### config.mk
export PLATFORM = sky130hd
export DESIGN_NAME = quartsine_nco
export DESIGN_NICKNAME = d
export VERILOG_FILES = /design/src/rtl/quartsine_nco_pkg.sv /design/src/rtl/sinequarter_rom.sv /design/src/rtl/quartsine_nco.sv
export SDC_FILE = /design/constraint.sdc
export NUM_CORES = 1
export LEC_CHECK = 0
export ABC_AREA = 1
export CORE_MARGIN = 10
export CORE_UTILIZATION = 35
export CTS_CLUSTER_DIAMETER = 100
export DETAILED_ROUTE_END_ITERATION = 10
export SLEW_MARGIN = 20
export SYNTH_ARGS = -nofsm -noshare
export SYNTH_HDL_FRONTEND = slang
export SYNTH_SLANG_ARGS = --single-unit
export TNS_END_PERCENT = 5
### constraint.sdc
create_clock -name clka -period 2.17 [get_ports clka]
set_input_delay 0.217 -clock clka [delete_from_list [all_inputs] [get_ports clka]]
set_output_delay 0.217 -clock clka [all_outputs]
set_load 0.02 [all_outputs]
### src/rtl/quartsine_nco_pkg.sv
`default_nettype none
// ============================================================================
// Module      : quartsine_nco_pkg
// Description : Shared constants and helpers for the quarter-wave sine NCO:
//               midscale, quarter-table depth, quadrant field positions and
//               the elaboration-time ROM content generator.
// Revision    : 1.0 - initial release
// ============================================================================
package quartsine_nco_pkg;

    localparam int  QUAD_W = 2;
    localparam real C_PI   = 3.14159265358979323846;

    // Offset-binary midscale for a given sample width.
    function automatic int mid_value(input int data_w);
        return 1 << (data_w - 1);
    endfunction

    // Number of entries in the quarter-wave table.
    function automatic int quarter_depth(input int addr_w);
        return 1 << (addr_w - QUAD_W);
    endfunction

    // Quadrant field: the two MSBs of the full-wave table address.
    function automatic int quad_msb(input int addr_w);
        return addr_w - 1;
    endfunction

    function automatic int quad_lsb(input int addr_w);
        return addr_w - QUAD_W;
    endfunction

    // Quarter-wave entry: MID + round((MID-1) * sin(2*pi*(i+0.5)/2^addr_w)).
    // Sine is evaluated with a Taylor series so the constant function needs
    // no math library; the argument never exceeds pi/2, where 11 terms are
    // far below one LSB of error. The argument is positive, so adding 0.5
    // before truncation is a correct round-to-nearest.
    function automatic int rom_value(input int idx, input int addr_w, input int data_w);
        real x;
        real term;
        real s;
        int  mid;
        mid  = mid_value(data_w);
        x    = 2.0 * C_PI * (real'(idx) + 0.5) / real'(1 << addr_w);
        term = x;
        s    = x;
        for (int k = 1; k <= 11; k++) begin
            term = -term * x * x / real'((2 * k) * (2 * k + 1));
            s    = s + term;
        end
        return mid + $rtoi(real'(mid - 1) * s + 0.5);
    endfunction

endpackage
`default_nettype wire

### src/rtl/sinequarter_rom.sv
`default_nettype none
// ============================================================================
// Module      : sinequarter_rom
// Description : Quarter-wave sine table with a configurable number of
//               registered read stages. Content is fixed at elaboration.
// Revision    : 1.0 - initial release
// ============================================================================
module sinequarter_rom
    import quartsine_nco_pkg::*;
#(
    parameter int FULL_ADDR_W = 8,
    parameter int DATA_W      = 11,
    parameter int LATENCY     = 1
) (
    input  logic                     clk,
    input  logic [FULL_ADDR_W-3:0]   i_addr,
    output logic [DATA_W-1:0]        o_data
);

    localparam int DEPTH = quarter_depth(FULL_ADDR_W);

    logic [DATA_W-1:0] c_table [DEPTH];
    logic [DATA_W-1:0] r_pipe  [LATENCY];

    for (genvar gi = 0; gi < DEPTH; gi++) begin : g_table
        localparam logic [DATA_W-1:0] C_ENTRY = DATA_W'(rom_value(gi, FULL_ADDR_W, DATA_W));
        assign c_table[gi] = C_ENTRY;
    end

    // Table read followed by LATENCY-1 extra retiming stages.
    always_ff @(posedge clk) begin
        r_pipe[0] <= c_table[i_addr];
        for (int i = 1; i < LATENCY; i++) begin
            r_pipe[i] <= r_pipe[i-1];
        end
    end

    assign o_data = r_pipe[LATENCY-1];

endmodule
`default_nettype wire

### src/rtl/quartsine_nco.sv
`default_nettype none
// ============================================================================
// Module      : quartsine_nco
// Description : Numerically controlled oscillator producing an offset-binary
//               full-wave sine from a quarter-wave table. Phase accumulator,
//               quadrant folding and output stage; the negate flag and valid
//               travel alongside the ROM so each fold meets its own sample.
// Revision    : 1.0 - initial release
// ============================================================================
module quartsine_nco
    import quartsine_nco_pkg::*;
#(
    parameter int PHASE_W     = 24,
    parameter int ADDR_W      = 8,
    parameter int DATA_W      = 11,
    parameter int ROM_LATENCY = 1
) (
    input  logic               clka,
    input  logic               resetn,
    input  logic               en,
    input  logic               fcw_wr,
    input  logic [PHASE_W-1:0] fcw_in,
    input  logic [PHASE_W-1:0] phase_off,
    input  logic               phase_clr,
    output logic               dout_valid,
    output logic [DATA_W-1:0]  douta
);

    localparam int                QMSB  = quad_msb(ADDR_W);
    localparam int                QLSB  = quad_lsb(ADDR_W);
    localparam logic [DATA_W-1:0] C_MID = DATA_W'(mid_value(DATA_W));

    logic [PHASE_W-1:0] r_acc;
    logic [PHASE_W-1:0] r_fcw;
    logic [ADDR_W-1:0]  r_addr;
    logic               r_va;
    logic               r_neg_dly [ROM_LATENCY];
    logic               r_v_dly   [ROM_LATENCY];

    logic [ADDR_W-1:0]  w_next_addr;
    logic [QLSB-1:0]    w_rom_idx;
    logic [DATA_W-1:0]  w_rom_data;
    logic [DATA_W-1:0]  w_folded;

    // Table address from the pre-increment accumulator plus the offset.
    assign w_next_addr = ADDR_W'((r_acc + phase_off) >> (PHASE_W - ADDR_W));

    // Odd quadrants read the quarter table backwards.
    assign w_rom_idx = r_addr[QLSB] ? ~r_addr[QLSB-1:0] : r_addr[QLSB-1:0];

    sinequarter_rom #(
        .FULL_ADDR_W (ADDR_W),
        .DATA_W      (DATA_W),
        .LATENCY     (ROM_LATENCY)
    ) u_rom (
        .clk    (clka),
        .i_addr (w_rom_idx),
        .o_data (w_rom_data)
    );

    // Lower half-wave mirrors about midscale: 2^DATA_W - rom in DATA_W bits.
    assign w_folded = r_neg_dly[ROM_LATENCY-1] ? (DATA_W'(0) - w_rom_data) : w_rom_data;

    // Frequency register, phase accumulator and address capture stage.
    always_ff @(posedge clka) begin
        if (!resetn) begin
            r_acc  <= '0;
            r_fcw  <= '0;
            r_addr <= '0;
            r_va   <= 1'b0;
        end else begin
            if (fcw_wr) begin
                r_fcw <= fcw_in;
            end
            if (phase_clr) begin
                r_acc <= '0;
                r_va  <= 1'b0;
            end else if (en) begin
                r_acc  <= r_acc + r_fcw;
                r_addr <= w_next_addr;
                r_va   <= 1'b1;
            end else begin
                r_va   <= 1'b0;
            end
        end
    end

    // Negate flag and valid delayed to match the ROM read latency.
    always_ff @(posedge clka) begin
        if (!resetn) begin
            for (int i = 0; i < ROM_LATENCY; i++) begin
                r_neg_dly[i] <= 1'b0;
                r_v_dly[i]   <= 1'b0;
            end
        end else begin
            r_neg_dly[0] <= r_addr[QMSB];
            r_v_dly[0]   <= r_va;
            for (int i = 1; i < ROM_LATENCY; i++) begin
                r_neg_dly[i] <= r_neg_dly[i-1];
                r_v_dly[i]   <= r_v_dly[i-1];
            end
        end
    end

    // Registered output; the sample holds while no new one arrives.
    always_ff @(posedge clka) begin
        if (!resetn) begin
            dout_valid <= 1'b0;
            douta      <= C_MID;
        end else begin
            dout_valid <= r_v_dly[ROM_LATENCY-1];
            if (r_v_dly[ROM_LATENCY-1]) begin
                douta <= w_folded;
            end
        end
    end

endmodule
`default_nettype wire
==> flow_metrics.tcl <==
set metrics [dict create \
    run_status "finished clean" \
    critPathTopFamily "simple AND/OR/NAND/NOR gates" \
    routabilityCongestion 0.892 \
    layout_setup_ws_ps 125 \
    insertion_delay_ps 350 \
    cts_hold_buf 0 \
    end_kind "flip-flop" \
    numCtsBuffers 9 \
    synth.largest_area_cell "dfxtp_1" \
    fmax_mhz 489 \
    synth-seq-area-share_pct 23.3 \
    synthArstFlopShare_pct 0 \
    ys_seq_elements 81 \
    finalMaxSlewViolations 0 \
    cts_resized 0 \
    path_class "reg -> reg" \
    syn_to_final_growth_pct 18.2 \
    path_clk_slew_ps 60 \
    diodes 0 \
    clk_path_buf_depth 2 \
    hpwl_mm 16.0 \
    grt_pass1_vias 6701 \
    crit_required_ps 2390 \
    cts_htree_levels 3 \
    wirelength_mm 19.7 \
    report.final.setup_viol 0 \
    peakVddDrop_v 0.000382 \
    core.rowCount 51 \
    ys_dominant_reg_cell "dfxtp_1" \
    cap_viol_max_count 0 \
    yosysMostFrequentCell "nand2_1" \
    cts_tree "done" \
    gr-usage-all-layers_pct 15.3 \
    drive_gt1_share_pct 5.94 \
    vias_per_cell 4.66 \
    grt_pass1_wl_mm 33.0 \
    ios 65 \
    core_mm2 0.0195 \
    antenna_left 0 \
    hold_path_class "reg -> reg" \
    fin_crit_ps 2050 \
    cp_max_fo 9 \
    arrival_ps 2270 \
    vias 7045 \
    dieArea_mm2 0.0260 \
    syn-instance-count 1172 \
    path_common_cell "nand2_1" \
    cts_sinks 81 \
    die_w_um 161 \
    drt-pass1-iter-count 5 \
    drtIter0Drc 395 \
    rsz0062_at_grt "no" \
    synth_top_cells_by_count "nand2_1, inv_1, nor2_1" \
    grt_max_degree 39 \
    syn_nets 1283 \
    slew_headroom_pct 68.8 \
    start_util_pct 35.7 \
    drc 0 \
    overflow 0 \
    path_cells "xnor2_4 > inv_2 > ha_1 > nand2_1 > nand2_1 > nor3_1 > nor2_1 > o31ai_2 > nand3_1" \
    leakage_nw 4.43 \
    cp_slowest_cell "dfxtp_1" \
    setup_tns_ps 0 \
    skew_ps 5.96 \
    cts-root-buf "clkbuf_16" \
    start_kind "flip-flop" \
    antenna_found_initial 0 \
    finalHoldViolCount 0 \
    place_worst_setup_slack_ps 145 \
    portBuffers 64 \
    synth_edf_count 0 \
    period_share_pct 94.2 \
    synth_top_area_share_pct 23.3 \
    post-cts-setup-buffers 0 \
    crit_buf_inv 1 \
    netlist_area_mm2 0.00697 \
    yosysWarnings 0 \
    synth_area_leaders "dfxtp_1, nand2_1, inv_1" \
    ys_types 48 \
    nets 1352 \
    max_stage_delay_ps 410 \
    avgSynthCellArea_um2 5.95 \
    wl_per_cell_um 13.0 \
    powerDensity_mw_per_mm2 582 \
    die_h_um 161 \
    worst_slew_pin_slew_ps 467 \
]
## state kept, by name, summed over array words and instances (netlist names)
signal        flops
r_addr            8
r_fcw            24
u_rom.r_pipe     10
dout_valid        1
douta            11
r_v_dly           1
r_acc            24
r_neg_dly         1
r_va              1
## worst reg2reg max path, delay by kind of cell (launching register included)
family | cells | cell delay (ps)
AND/OR/NAND/NOR | 5 | 660
flip-flops | 1 | 410
XOR/XNOR | 1 | 370
adder cells (fa/ha/maj) | 1 | 340
buffers and inverters | 1 | 100
AO/OA/AOI/OAI | 1 | 60
## per-layer routing
| layer | global-route usage, % | vias to the layer above | wire [um] |
|---|---|---|---|
| met5 | 0 | - | 0 |
| met4 | 2.81 | 0 | 156 |
| met3 | 2.41 | 12 | 708 |
| met2 | 25.1 | 128 | 8770 |
| met1 | 20.8 | 3109 | 10000 |
| li1 | - | 3796 | - |
## cell families after synthesis
kind of cell	synth area share [%]
AND/OR/NAND/NOR	38.2
buffers and inverters	13.0
AO/OA/AOI/OAI	11.4
flip-flops	23.3
adder cells (fa/ha/maj)	10.5
XOR/XNOR	3.64
## metrics by stage
stage                     util, %  hold slack (ps)  cells  power, mW  cell area [um2]
final                        42.2              434   1511       4.79             8240
after detailed placement     40.7              429   1495       3.25             7940
after global routing         42.2              459   1511       5.10             8240
after CTS                    42.2              442   1511       4.82             8240
after floorplan                 -              352   1172       2.81             6970
after global placement       40.7              423   1495       3.25             7940
## placed cells by master, fill, tap and decap left out, types with 2 or more instances in the layout
cell type / n
nor3_1: 5
nor2_2: 5
nand2_1: 368
nor2_1: 162
buf_4: 19
nand4_1: 11
nand2_2: 4
o211ai_1: 7
inv_1: 191
nor2_4: 2
clkbuf_16: 9
o21ai_0: 66
nand2_8: 2
a21oi_1: 48
inv_2: 6
clkinvlp_4: 2
clkdlybuf4s50_1: 64
or2_2: 2
xnor2_2: 2
ha_1: 57
xnor2_1: 6
nand2_4: 5
a31oi_1: 5
nand3_1: 71
xor2_1: 13
o21ai_1: 7
o211ai_2: 2
inv_6: 3
dfxtp_1: 81
## power by group
part | leakage, nW | internal, mW | switching [mW]
sequential | 0.668 | 1.63 | 0.121
clock | 0.139 | 0.897 | 0.670
combinational | 3.62 | 0.576 | 0.902
total | 4.43 | 3.10 | 1.69
## worst paths after layout
check	startpoint	end	slack (ps)	cells after the start
max	r_addr[6]	u_rom.r_pipe[0][2]	120	9
min	r_va	r_v_dly[0]	430	2
max reg2reg	r_addr[6]	u_rom.r_pipe[0][2]	120	9
min reg2reg	r_va	r_v_dly[0]	430	2
## layout make-up
class                           count  area [um2]
Clock buffer                       10         229
Clock inverter                      6        67.6
Fill cell                        2144       11300
Inverter                          200         763
Multi-Input combinational cell    866        4440
Sequential cell                    81        1620
Tap cell                          265         332
Timing Repair Buffer               83         783
Power figures use the tool's default switching activity.
